### src/rtl/aes_pkg.sv
// Shared types and constants for the AES core arbiter.
package aes_pkg;

    localparam int unsigned BLOCK_W         = 128;
    localparam int unsigned TIMEOUT_CYC_DEF = 32;

    typedef enum logic [1:0] {
        IDLE,
        ISSUE,
        BUSY,
        RESP
    } state_e;

    // Round-robin pointer moves one past the served requester, wrapping at n.
    function automatic logic [1:0] next_ptr(input logic [1:0] id, input int unsigned n);
        return (32'(id) + 1 == n) ? 2'd0 : id + 2'd1;
    endfunction

endpackage

### src/rtl/rr_arbiter.sv
// Round-robin grant: first set request at or after ptr, wrapping N_REQ-1 -> 0.
module rr_arbiter #(
    parameter int unsigned N_REQ = 4
) (
    input  logic [N_REQ-1:0] req,
    input  logic [1:0]       ptr,
    output logic [N_REQ-1:0] grant,
    output logic [1:0]       idx
);

    int unsigned pos;
    logic        found;

    always_comb begin
        grant = '0;
        idx   = '0;
        found = 1'b0;
        pos   = 0;
        for (int unsigned k = 0; k < N_REQ; k++) begin
            pos = (32'(ptr) + k) % N_REQ;
            if (!found && req[pos]) begin
                found      = 1'b1;
                grant[pos] = 1'b1;
                idx        = 2'(pos);
            end
        end
    end

endmodule

### src/rtl/aes_core_arbiter.sv
// Shares one AES core among N_REQ requesters, one block in flight at a time.
// Optional busy timeout abort enabled by defining AES_ARB_TIMEOUT_EN.
module aes_core_arbiter
    import aes_pkg::*;
#(
    parameter int unsigned N_REQ       = 4,
    parameter int unsigned TIMEOUT_CYC = TIMEOUT_CYC_DEF
) (
    input  logic                     clk_i,
    input  logic                     rst_ni,
    input  logic [N_REQ-1:0]         req_valid_i,
    input  logic [N_REQ*BLOCK_W-1:0] req_data_i,
    output logic [N_REQ-1:0]         req_ready_o,
    output logic                     core_start_o,
    output logic [BLOCK_W-1:0]       core_data_o,
    input  logic                     core_finish_i,
    input  logic [BLOCK_W-1:0]       core_data_i,
    output logic                     rsp_valid_o,
    output logic [1:0]               rsp_id_o,
    output logic [BLOCK_W-1:0]       rsp_data_o,
    output logic                     rsp_err_o,
    input  logic                     rsp_ready_i
);

    state_e           state;
    logic [1:0]       rr_ptr;
    logic [1:0]       cur_id;
    logic [N_REQ-1:0] grant;
    logic [1:0]       grant_idx;

`ifdef AES_ARB_TIMEOUT_EN
    localparam int unsigned CNT_W = $clog2(TIMEOUT_CYC + 1);
    logic [CNT_W-1:0] busy_cnt;
`endif

    rr_arbiter #(.N_REQ(N_REQ)) u_rr (
        .req   (req_valid_i),
        .ptr   (rr_ptr),
        .grant (grant),
        .idx   (grant_idx)
    );

    // Accept is the only combinational output: the grant must be visible in the IDLE cycle itself.
    assign req_ready_o = (state == IDLE) ? grant : '0;

`ifndef AES_ARB_TIMEOUT_EN
    assign rsp_err_o = 1'b0;
`endif

    always_ff @(posedge clk_i or negedge rst_ni) begin
        if (!rst_ni) begin
            state        <= IDLE;
            rr_ptr       <= '0;
            cur_id       <= '0;
            core_start_o <= 1'b0;
            core_data_o  <= '0;
            rsp_valid_o  <= 1'b0;
            rsp_id_o     <= '0;
            rsp_data_o   <= '0;
`ifdef AES_ARB_TIMEOUT_EN
            rsp_err_o    <= 1'b0;
            busy_cnt     <= '0;
`endif
        end else begin
            case (state)
                IDLE: begin
                    if (|req_valid_i) begin
                        cur_id       <= grant_idx;
                        core_data_o  <= req_data_i[grant_idx*BLOCK_W +: BLOCK_W];
                        core_start_o <= 1'b1;
                        state        <= ISSUE;
                    end
                end
                ISSUE: begin
                    core_start_o <= 1'b0;
`ifdef AES_ARB_TIMEOUT_EN
                    busy_cnt     <= '0;
`endif
                    state        <= BUSY;
                end
                BUSY: begin
                    if (core_finish_i) begin
                        rsp_data_o  <= core_data_i;
                        rsp_id_o    <= cur_id;
                        rsp_valid_o <= 1'b1;
`ifdef AES_ARB_TIMEOUT_EN
                        rsp_err_o   <= 1'b0;
`endif
                        state       <= RESP;
                    end
`ifdef AES_ARB_TIMEOUT_EN
                    // Counter holds completed BUSY cycles, so this is the last allowed one.
                    else if (busy_cnt == CNT_W'(TIMEOUT_CYC - 1)) begin
                        rsp_data_o  <= '0;
                        rsp_id_o    <= cur_id;
                        rsp_valid_o <= 1'b1;
                        rsp_err_o   <= 1'b1;
                        state       <= RESP;
                    end else begin
                        busy_cnt <= busy_cnt + 1'b1;
                    end
`endif
                end
                RESP: begin
                    if (rsp_ready_i) begin
                        rsp_valid_o <= 1'b0;
                        rr_ptr      <= next_ptr(cur_id, N_REQ);
                        state       <= IDLE;
                    end
                end
                default: state <= IDLE;
            endcase
        end
    end

endmodule

### config.mk
export PLATFORM = sky130hd
export DESIGN_NAME = aes_core_arbiter
export DESIGN_NICKNAME = d
export VERILOG_FILES = /design/src/rtl/aes_pkg.sv /design/src/rtl/rr_arbiter.sv /design/src/rtl/aes_core_arbiter.sv
export SDC_FILE = /design/constraint.sdc
export NUM_CORES = 1
export LEC_CHECK = 0
export BUFFER_PORTS_ARGS = -buffer_cell sky130_fd_sc_hd__buf_2
export CAP_MARGIN = 20
export CELL_PAD_IN_SITES_DETAIL_PLACEMENT = 0
export CELL_PAD_IN_SITES_GLOBAL_PLACEMENT = 1
export CORE_AREA = 2 2 354 356
export DETAILED_ROUTE_END_ITERATION = 10
export DIE_AREA = 0 0 356 358
export PLACE_DENSITY = 0.36
export RECOVER_POWER = 25
export SLEW_MARGIN = 40
export SYNTH_ARGS = -nofsm -noshare
export SYNTH_HDL_FRONTEND = slang
export SYNTH_HIERARCHICAL = 1
export SYNTH_SLANG_ARGS = --single-unit
export TNS_END_PERCENT = 5
### constraint.sdc
create_clock -name clk_i -period 7.74 [get_ports clk_i]
set_clock_uncertainty 0.15 [all_clocks]
set_input_delay 0.387 -clock clk_i [delete_from_list [all_inputs] [get_ports clk_i]]
set_output_delay 0.387 -clock clk_i [all_outputs]
set_load 0.02 [all_outputs]
==> results of run 1 <==
-- logic make-up (layout without fill, tap and decap cells) --
group,count (synthesis),after routing,synth area share (%)
mux,397,397,44.9
flops,266,266,47.6
buf+inv,67,1132,4.00
simple gates,30,30,1.32
compound gates,20,20,1.14
fa+ha+maj,11,11,0.984
other cells,1,14,0.0268
-- cell usage after synthesis (2+ instances only) --
library cell    n  share of area, %
buf_12         10               1.4
mux2i_1         2              0.14
and2_1          4              0.18
mux2_4         89               9.6
buf_2          14              0.50
o21ai_0         2             0.072
ha_1           11              0.98
nor2b_1         5              0.22
nor2_1          4              0.11
inv_1           7              0.19
a221oi_1        5              0.31
mux4_2        132                21
o31ai_1         2              0.11
buf_4           6              0.32
mux2_2        173                14
buf_6          14               1.1
nand2_1         9              0.24
clkbuf_1       15              0.40
o2bb2ai_1       5              0.31
dfrtp_1       266                48
-- power by group --
| group | total (mW) | internal [mW] | switching, mW |
|---|---|---|---|
| Sequential | 2.55 | 2.14 | 0.408 |
| Combinational | 6.40 | 3.18 | 3.22 |
| Clock | 1.83 | 1.11 | 0.720 |
| Total | 10.8 | 6.43 | 4.34 |
-- worst paths after layout --
path,from,end
max in group asynchronous,rst_ni,core_data_o[97]
hold / removal,req_data_i[427],core_data_o[43]
hold reg to reg,rsp_data_o[95],rsp_data_o[95]
min in group asynchronous,rst_ni,rsp_data_o[66]
setup reg to reg,rr_ptr[0],core_data_o[62]
setup / recovery,rr_ptr[0],core_data_o[62]
-- metal layers --
layer / global-route usage, % / vias up / part of all wire, %
met3: 4.02 / 114 / 9.6
met2: 19.4 / 568 / 51
met5: 0 / - / 0.23
met4: 2.66 / 24 / 1.9
met1: 12.9 / 6026 / 38
li1: - / 5170 / -
-- critical path, cell delays in order, from the launching register on --
cell     delay [ns]
dfrtp_1        0.72
inv_1          0.18
ha_1           0.45
mux4_2         0.47
nor2b_4        0.23
o21ai_1        0.12
o31ai_4        0.11
buf_12         0.28
buf_16         0.38
buf_12         0.42
mux4_2         0.55
mux2_4         0.28
-- cell type report --
cell class                      count  area, um^2  share of cell area, %
Timing Repair Buffer             1057        6060                   26.4
Tap cell                         1637        2050                   8.94
Clock buffer                       60        1130                   4.95
Clock inverter                      8         138                  0.601
Inverter                            7        26.3                  0.115
Antenna cell                       13        32.5                  0.142
Multi-Input combinational cell    459        6820                   29.8
Sequential cell                   266        6660                   29.0
-- sequential cells by signal, summed over array words and instances, names as in the netlist --
signal,cells
core_data_o,128
core_start_o,1
cur_id,2
rr_ptr,2
rsp_data_o,128
rsp_id_o,2
rsp_valid_o,1
state,2
-- metrics by stage --
step	setup slack (ns)	utilization, %	hold WS (ns)
final	3.09	18.6	0.103
after global routing	2.48	18.6	0.0558
after CTS	3.07	18.6	0.0339
after detailed placement	3.10	16.5	0.337
after global placement	3.22	16.4	0.333
after floorplan	4.44	-	-0.0586
-- what timing repair did --
action                    4_1_cts  5_1_grt
hold endpoints to repair      223        0
gates resized for setup         0        0
hold buffers                  131        0
==> key figures, run 1 <==
Clock network
  – CTS tree: built
  – Reg clk slew, reported paths: 0.06 ns
  – Post-CTS Setup Bufs: 0
  – CTS buffer count: 38
  – Clock buffer depth: 3
  – Root buffer cell: clkbuf_16
  – Clock sink total: 266
  – H-tree lvl count: 2
  – Clk Latency, worst-skew pair: 0.57 ns

Critical path
  – CP Data Required Time: 8.04 ns
  – Cells on worst reg2reg path: 11
  – Worst EP arrival: 4.96 ns
  – Reg2Reg Setup Slack: 3.09 ns
  – CP endpoint kind: flip-flop
  – Startpoint Class: flip-flop
  – Crit path max fanout: 60
  – Critical path type: flip-flop to flip-flop

STA
  – Setup Viol. Count Final: 0
  – F_max: 215 MHz
  – Fin. Hold Viols: 0
  – RSZ-0062 raised after global routing: false
  – Post-Route Setup TNS: 0 ns
  – Period utilization: 60.1%
  – Pins Over Slew Limit: 73
  – Worst slew pin tran: 2.27 ns
  – Post-route minimum period: 4.65 ns
  – Worst relative slew slack: -51.4%

Floorplanning
  – Standard-cell rows: 129
  – Core Area: 123000 um^2
  – Num ports: 913
  – Die area: 127000 um^2
  – Chip width: 356 um
  – Die Ht: 358 um
  – Starting Density: 11.3%

GRT
  – First-pass GRT wire length: 101 mm
  – Vias in the first global route: 12995
  – Pin count of the biggest net entering global routing: 128
  – Global-route usage over all layers: 11.1%
  – Total gr overflow: 0
  – Initial antenna violation count: 42

Status
  – Status: finished with violations
  – Failing checks: max-capacitance violations, max-slew violations

Finish
  – Final std cells w/o fill: 3507
  – NumNets Final: 2488
  – Commonest cells after routing, fill and taps aside: buf_2, dfrtp_1, mux2_2
  – Finished Cell Area: 22900 um^2
  – Number of fill cells in the layout: 13664
  – Synth-to-Final Area Change: 63.8%
  – Share of layout cells above drive strength 1: 70.8%
  – Commonest non-fill, non-tap cell in the layout: buf_2

Synth
  – Synthesized area per cell: 17.7 um^2
  – Top_reg_cell synth: dfrtp_1
  – Synthesis Warnings: 6
  – Post-synth EDFFs: 0
  – Register area share after synthesis: 47.6%
  – Yosys reg bits: 266
  – Synth cell types: 37
  – Syn Inst Count: 792
  – FFs w/ async S/R, synth: 100%
  – Synth Cell Area: 14000 um^2
  – Synthesized net count: 1451

Power and ir drop
  – Total Power: 10.8 mW
  – Pleak: 10.5 nW
  – Power Dens Cells: 470 nW/um^2
  – VDD IR max: 507 uV

Hold path
  – Hold Crit Depth: 3
  – HP Class: input pin to flip-flop

Routing
  – Initial DRC Count: 449
  – Via density: 3.39
  – Final wirelength: 74.8 mm
  – Routed via count: 11902
  – WL/cell: 21.3 um
  – TritonRoute pass-1 iters: 4
  – Post-route ant nets: 0
  – Drt drc: 0

Flow run
  – Maxcap violations: 2

Place
  – Placed instance area: 20300 um^2
  – Post-Place Cells: 3291
  – Detailed placement HPWL: 60.5 mm
  – Buffers on Ports: 911
  – Routability cong.: 0.825
No activity file was read; power rests on OpenSTA's default activity.
==> run 2, diff against run 1 <==
clock period = 4.5 ns   (was 7.74 ns; I/O delays follow)
==> key figures, run 2 (synthesis results as in run 1) <==
STA
  – RSZ-0062 raised after global routing: false
  – Pins Over Slew Limit: 40 (-45%)
  – Post-Route Setup TNS: 0 ns (unchanged)
  – Setup Viol. Count Final: 0 (unchanged)
  – Worst relative slew slack: -75.5% (-24 points)
  – Worst slew pin tran: 2.63 ns (+0.362 ns)
  – Final Worst Setup Slack: 0.251 ns (-2.83 ns)
  – Worst hold slack: 0.268 ns (+0.165 ns)
  – Fin. Hold Viols: 0 (unchanged)
  – F_max: 235 MHz (+9.6%)
  – Post-route minimum period: 4.25 ns (-0.406 ns)
  – Period utilization: 94.4% (+34 points)

Finish
  – NumNets Final: 2765 (+11%)
  – Commonest non-fill, non-tap cell in the layout: buf_2
  – Number of fill cells in the layout: 13597 (-0.49%)
  – Share of layout cells above drive strength 1: 60.8% (-10 points)
  – Top flop regs: core_data_o: 128 flops, rsp_data_o: 128 flops
  – Synth-to-Final Area Change: 82.5%
  – Commonest cells after routing, fill and taps aside: buf_2, dlygate4sd3_1, dfrtp_1

Clock network
  – Clk Latency, worst-skew pair: 0.57 ns (about the same)
  – Reg clk slew, reported paths: 0.06 ns (about the same)
  – Clock sink total: 266 (unchanged)
  – H-tree lvl count: 2 (unchanged)
  – CTS buffer count: 38 (unchanged)
  – Root buffer cell: clkbuf_16
  – Clock buffer depth: 3 (unchanged)
  – CTS tree: built
  – Post-CTS Setup Bufs: 0 (unchanged)

Power and ir drop
  – VDD IR max: 441 uV (-13%)
  – Power Dens Cells: 806 nW/um^2 (+71%)
  – Pleak: 11.5 nW (+9.8%)
  – Total Power: 20.6 mW (+91%)

GRT
  – Initial antenna violation count: 52 (+24%)
  – First-pass GRT wire length: 104 mm (+3.3%)
  – Vias in the first global route: 14476 (+11%)
  – Pin count of the biggest net entering global routing: 86 (-33%)
  – Global-route usage over all layers: 11.4% (+0.27 points)
  – Total gr overflow: 0 (unchanged)

Floorplanning
  – Standard-cell rows: 129 (unchanged)
  – Die area: 127000 um^2 (unchanged)
  – Starting Density: 11.3% (unchanged)
  – Die Ht: 358 um (unchanged)
  – Num ports: 913 (unchanged)
  – Chip width: 356 um (unchanged)
  – Core Area: 123000 um^2 (unchanged)

Critical path
  – Crit path max fanout: 37 (-38%)
  – CP Data Required Time: 4.80 ns (-3.24 ns)
  – Worst EP arrival: 4.55 ns (-0.41 ns)
  – Startpoint Class: flip-flop
  – CP endpoint kind: flip-flop
  – Critical path type: flip-flop to flip-flop

Status
  – Failing checks: max-capacitance violations, max-slew violations
  – Status: finished with violations

Flow run
  – Maxcap violations: 1 (-1)

Routing
  – WL/cell: 20.1 um (-5.7%)
  – Via density: 3.43 (+1.1%)
  – Drt drc: 0 (unchanged)
  – Routed via count: 13008 (+9.3%)
  – TritonRoute pass-1 iters: 4 (unchanged)
  – Post-route ant nets: 0 (unchanged)
  – Initial DRC Count: 454 (+1.1%)
  – Final wirelength: 76.2 mm (+1.9%)

Place
  – Detailed placement HPWL: 61.2 mm (+1.1%)
  – Buffers on Ports: 911 (unchanged)
  – Setup WS pre-CTS: 0.591 ns (-2.51 ns)
  – Routability cong.: 0.814 (-1.4%)

Hold path
  – HP Class: input pin to flip-flop
==> run 2: layout make-up <==
| class | instances | area, um^2 | area share [%] |
|---|---|---|---|
| timing repair buffer | 1334 | 8730 | 34.2 |
| multi-input combinational | 459 | 6820 | 26.7 |
| sequential | 266 | 6660 | 26.1 |
| tap | 1637 | 2050 | 8.02 |
| clock buffer | 55 | 1130 | 4.41 |
| clock inverter | 7 | 65.1 | 0.255 |
| antenna | 25 | 62.6 | 0.245 |
| inverter | 7 | 26.3 | 0.103 |
==> run 2: path summary, 6_finish.rpt <==
kind,from,endpoint,slack (ns),depth (start not counted)
max,rr_ptr[1],core_data_o[7],0.25,11
min,core_data_i[49],rsp_data_o[49],0.27,3
max reg2reg,rr_ptr[1],core_data_o[7],0.25,11
min reg2reg,core_data_o[112],core_data_o[112],0.35,1
max in group asynchronous,rst_ni,core_data_o[44],1.10,5
min in group asynchronous,rst_ni,rsp_data_o[58],1.41,3
==> run 2: per-stage QoR <==
stage                     instance area [um^2]  utilization (%)  std cells
after floorplan                          14000                -        792
after global placement                   20500             16.6       3310
after detailed placement                 20500             16.6       3310
after CTS                                25600             20.7       3763
after global routing                     25500             20.7       3779
final                                    25500             20.7       3790
==> run 2: worst max-delay path, cell delays in order (launching register included) <==
cell,delay [ns]
dfrtp_2,0.47
inv_1,0.12
ha_1,0.42
mux4_2,0.47
nor2b_4,0.23
o21ai_1,0.12
o31ai_4,0.11
buf_12,0.28
buf_16,0.28
mux4_2,0.55
dlygate4sd3_1,0.57
mux2_4,0.26
==> run 2: report_power, final <==
part | switching, mW | total (mW) | internal [mW]
combinational | 6.04 | 13.3 | 7.23
clock | 1.21 | 2.94 | 1.73
sequential | 0.685 | 4.37 | 3.68
==> run 2: repair_timing <==
action                                  in CTS  in global routing
hold buffers                               391                  1
endpoints found under the hold margin      342                 15
gates resized for setup                      0                  2
endpoints found under the setup margin       0                 37
==> run 2: routing by layer <==
metal  up-vias  share of wire (%)  GRT usage (%)
met3       105                 10           4.88
li1       5739                  -              -
met5         -               0.17              0
met4        22                3.2           4.90
met1      6557                 37           12.4
met2       585                 50           19.2
==> run 3, diff against run 2 <==
BUFFER_PORTS_ARGS = -buffer_cell sky130_fd_sc_hd__clkbuf_2   (was -buffer_cell sky130_fd_sc_hd__buf_2)
==> key figures, run 3 (synthesis results as in run 1) <==
Clock network
  – Root buffer cell: clkbuf_16
  – Clock buffer depth: 3 (unchanged)
  – CTS tree: built
  – H-tree lvl count: 2 (unchanged)
  – Clock sink total: 266 (unchanged)
  – Reg clk slew, reported paths: 0.06 ns (about the same)
  – Post-CTS Setup Bufs: 0 (unchanged)
  – CTS buffer count: 38 (unchanged)
  – Clk Latency, worst-skew pair: 0.57 ns (about the same)

Critical path
  – Crit-path cells: inv_1, ha_1, mux4_2, nor2b_4, o21ai_1, o31ai_4, buf_12, buf_12, mux4_2, dlygate4sd3_1, mux2_4
  – CP endpoint kind: flip-flop
  – Reg2Reg Setup Slack: 0.27 ns (+0.02 ns)
  – CP max stage cell: dlygate4sd3_1
  – Startpoint Class: flip-flop
  – Max incr delay on CP: 0.58 ns (about the same)
  – CP Data Required Time: 4.80 ns (about the same)
  – Worst EP arrival: 4.53 ns (-0.02 ns)
  – Critical path type: flip-flop to flip-flop
  – Crit path max fanout: 34 (-8.1%)

Finish
  – Share of layout cells above drive strength 1: 65.8% (+5.0 points)
  – Commonest cells after routing, fill and taps aside: clkbuf_2, dlygate4sd3_1, dfrtp_1
  – NumNets Final: 2765 (unchanged)
  – Synth-to-Final Area Change: 83.3%
  – Commonest non-fill, non-tap cell in the layout: clkbuf_2
  – Finished Cell Area: 25600 um^2 (+0.40%)
  – Top flop regs: core_data_o: 128 flops, rsp_data_o: 128 flops
  – Fin util: 20.8% (+0.083 points)

Place
  – Placed instance area: 20500 um^2 (+0.20%)
  – Detailed placement HPWL: 62.9 mm (+2.8%)
  – Buffers on Ports: 911 (unchanged)
  – Setup WS pre-CTS: 0.695 ns (+0.104 ns)
  – Routability cong.: 0.817 (+0.41%)

Routing
  – TritonRoute pass-1 iters: 6 (+2)
  – Post-route ant nets: 0 (unchanged)
  – Initial DRC Count: 455 (+0.22%)
  – WL/cell: 20.4 um (+1.5%)
  – Via density: 3.42 (-0.23%)
  – Drt drc: 0 (unchanged)
  – Routed via count: 12940 (-0.52%)
  – Final wirelength: 77.1 mm (+1.2%)

Floorplanning
  – Starting Density: 11.3% (unchanged)
  – Die Ht: 358 um (unchanged)
  – Core Area: 123000 um^2 (unchanged)
  – Die area: 127000 um^2 (unchanged)
  – Standard-cell rows: 129 (unchanged)
  – Chip width: 356 um (unchanged)
  – Num ports: 913 (unchanged)

Status
  – Status: finished with violations
  – Failing checks: max-capacitance violations, max-slew violations

Power and ir drop
  – Power Dens Cells: 812 nW/um^2 (+0.70%)
  – Pleak: 12.0 nW (+4.2%)
  – VDD IR max: 496 uV (+12%)

Flow run
  – Maxcap violations: 2 (+1)

GRT
  – Global-route usage over all layers: 11.6% (+0.21 points)
  – Initial antenna violation count: 32 (-38%)
  – Vias in the first global route: 14619 (+0.99%)
  – First-pass GRT wire length: 106 mm (+1.8%)
  – Pin count of the biggest net entering global routing: 81 (-5.8%)
  – Total gr overflow: 0 (unchanged)

STA
  – Period utilization: 94.1% (-0.35 points)
  – Setup Viol. Count Final: 0 (unchanged)
  – Worst hold slack: 0.268 ns (-0.000118 ns)
  – RSZ-0062 raised after global routing: false
  – Pins Over Slew Limit: 128 (+220%)
  – Post-route minimum period: 4.23 ns (-0.0156 ns)
  – Fin. Hold Viols: 0 (unchanged)
  – Worst slew pin tran: 2.07 ns (-0.558 ns)
  – Final Worst Setup Slack: 0.267 ns (+0.0156 ns)
  – Post-Route Setup TNS: 0 ns (unchanged)
  – Worst relative slew slack: -38.3% (+37 points)
  – F_max: 236 MHz (+0.37%)

Hold path
  – HP Class: input pin to flip-flop
run 3: through the flow:
step / instances / power, mW
4_1_cts: 3768 / 21.3
6_report: 3779 / 20.8
5_1_grt: 3777 / 22.2
3_3_place_gp: 3311 / 16.0
3_5_place_dp: 3312 / 16.1
2_1_floorplan: 792 / 12.4
run 3: worst max-delay path: cells and delay by family, from the launching register on:
| kind | cells | cell delay (ns) |
|---|---|---|
| DFF | 1 | 0.46 |
| adders and majority gates | 1 | 0.41 |
| and+or+nand+nor | 1 | 0.24 |
| muxes | 3 | 1.25 |
| AOI/OAI and AO/OA | 2 | 0.23 |
| buffers and inverters | 4 | 1.26 |
run 3: final timing paths:
| path | start | end | cells past startpoint |
|---|---|---|---|
| setup / recovery | rr_ptr[1] | core_data_o[126] | 11 |
| hold / removal | core_data_i[110] | rsp_data_o[110] | 3 |
| setup reg to reg | rr_ptr[1] | core_data_o[126] | 11 |
| hold reg to reg | core_data_o[109] | core_data_o[109] | 1 |
| max in group asynchronous | rst_ni | core_data_o[109] | 3 |
| min in group asynchronous | rst_ni | rsp_data_o[58] | 2 |
run 3: area by class of cell:
class / instances / area [um^2]
diodes: 11 / 27.5
clock buffers: 56 / 1130
clock inverters: 9 / 98.8
fillers: 13586 / 97700
inverters: 7 / 26.3
multi-input cells: 459 / 6820
flip-flops and latches: 266 / 6660
well taps: 1637 / 2050
repair buffers: 1334 / 8830
run 3: metal layers:
| metal | up-vias | wire length [um] | global-route usage, % |
|---|---|---|---|
| li1 | 5726 | - | - |
| met1 | 6503 | 29000 | 13.0 |
| met2 | 596 | 39000 | 19.8 |
| met3 | 101 | 7090 | 4.33 |
| met4 | 14 | 2000 | 4.51 |
| met5 | - | 89 | 0 |
run 3: power by group:
group | switching [mW] | internal, mW | total (mW)
clock | 1.24 | 1.79 | 3.03
combinational | 6.01 | 7.35 | 13.4
sequential | 0.742 | 3.69 | 4.43
total | 7.99 | 12.8 | 20.8
run 3: what timing repair did:
action / CTS / global route
resized for setup: 0 / 1
endpoints found under the hold margin: 327 / 0
hold buffers: 391 / 0
endpoints found under the setup margin: 0 / 65
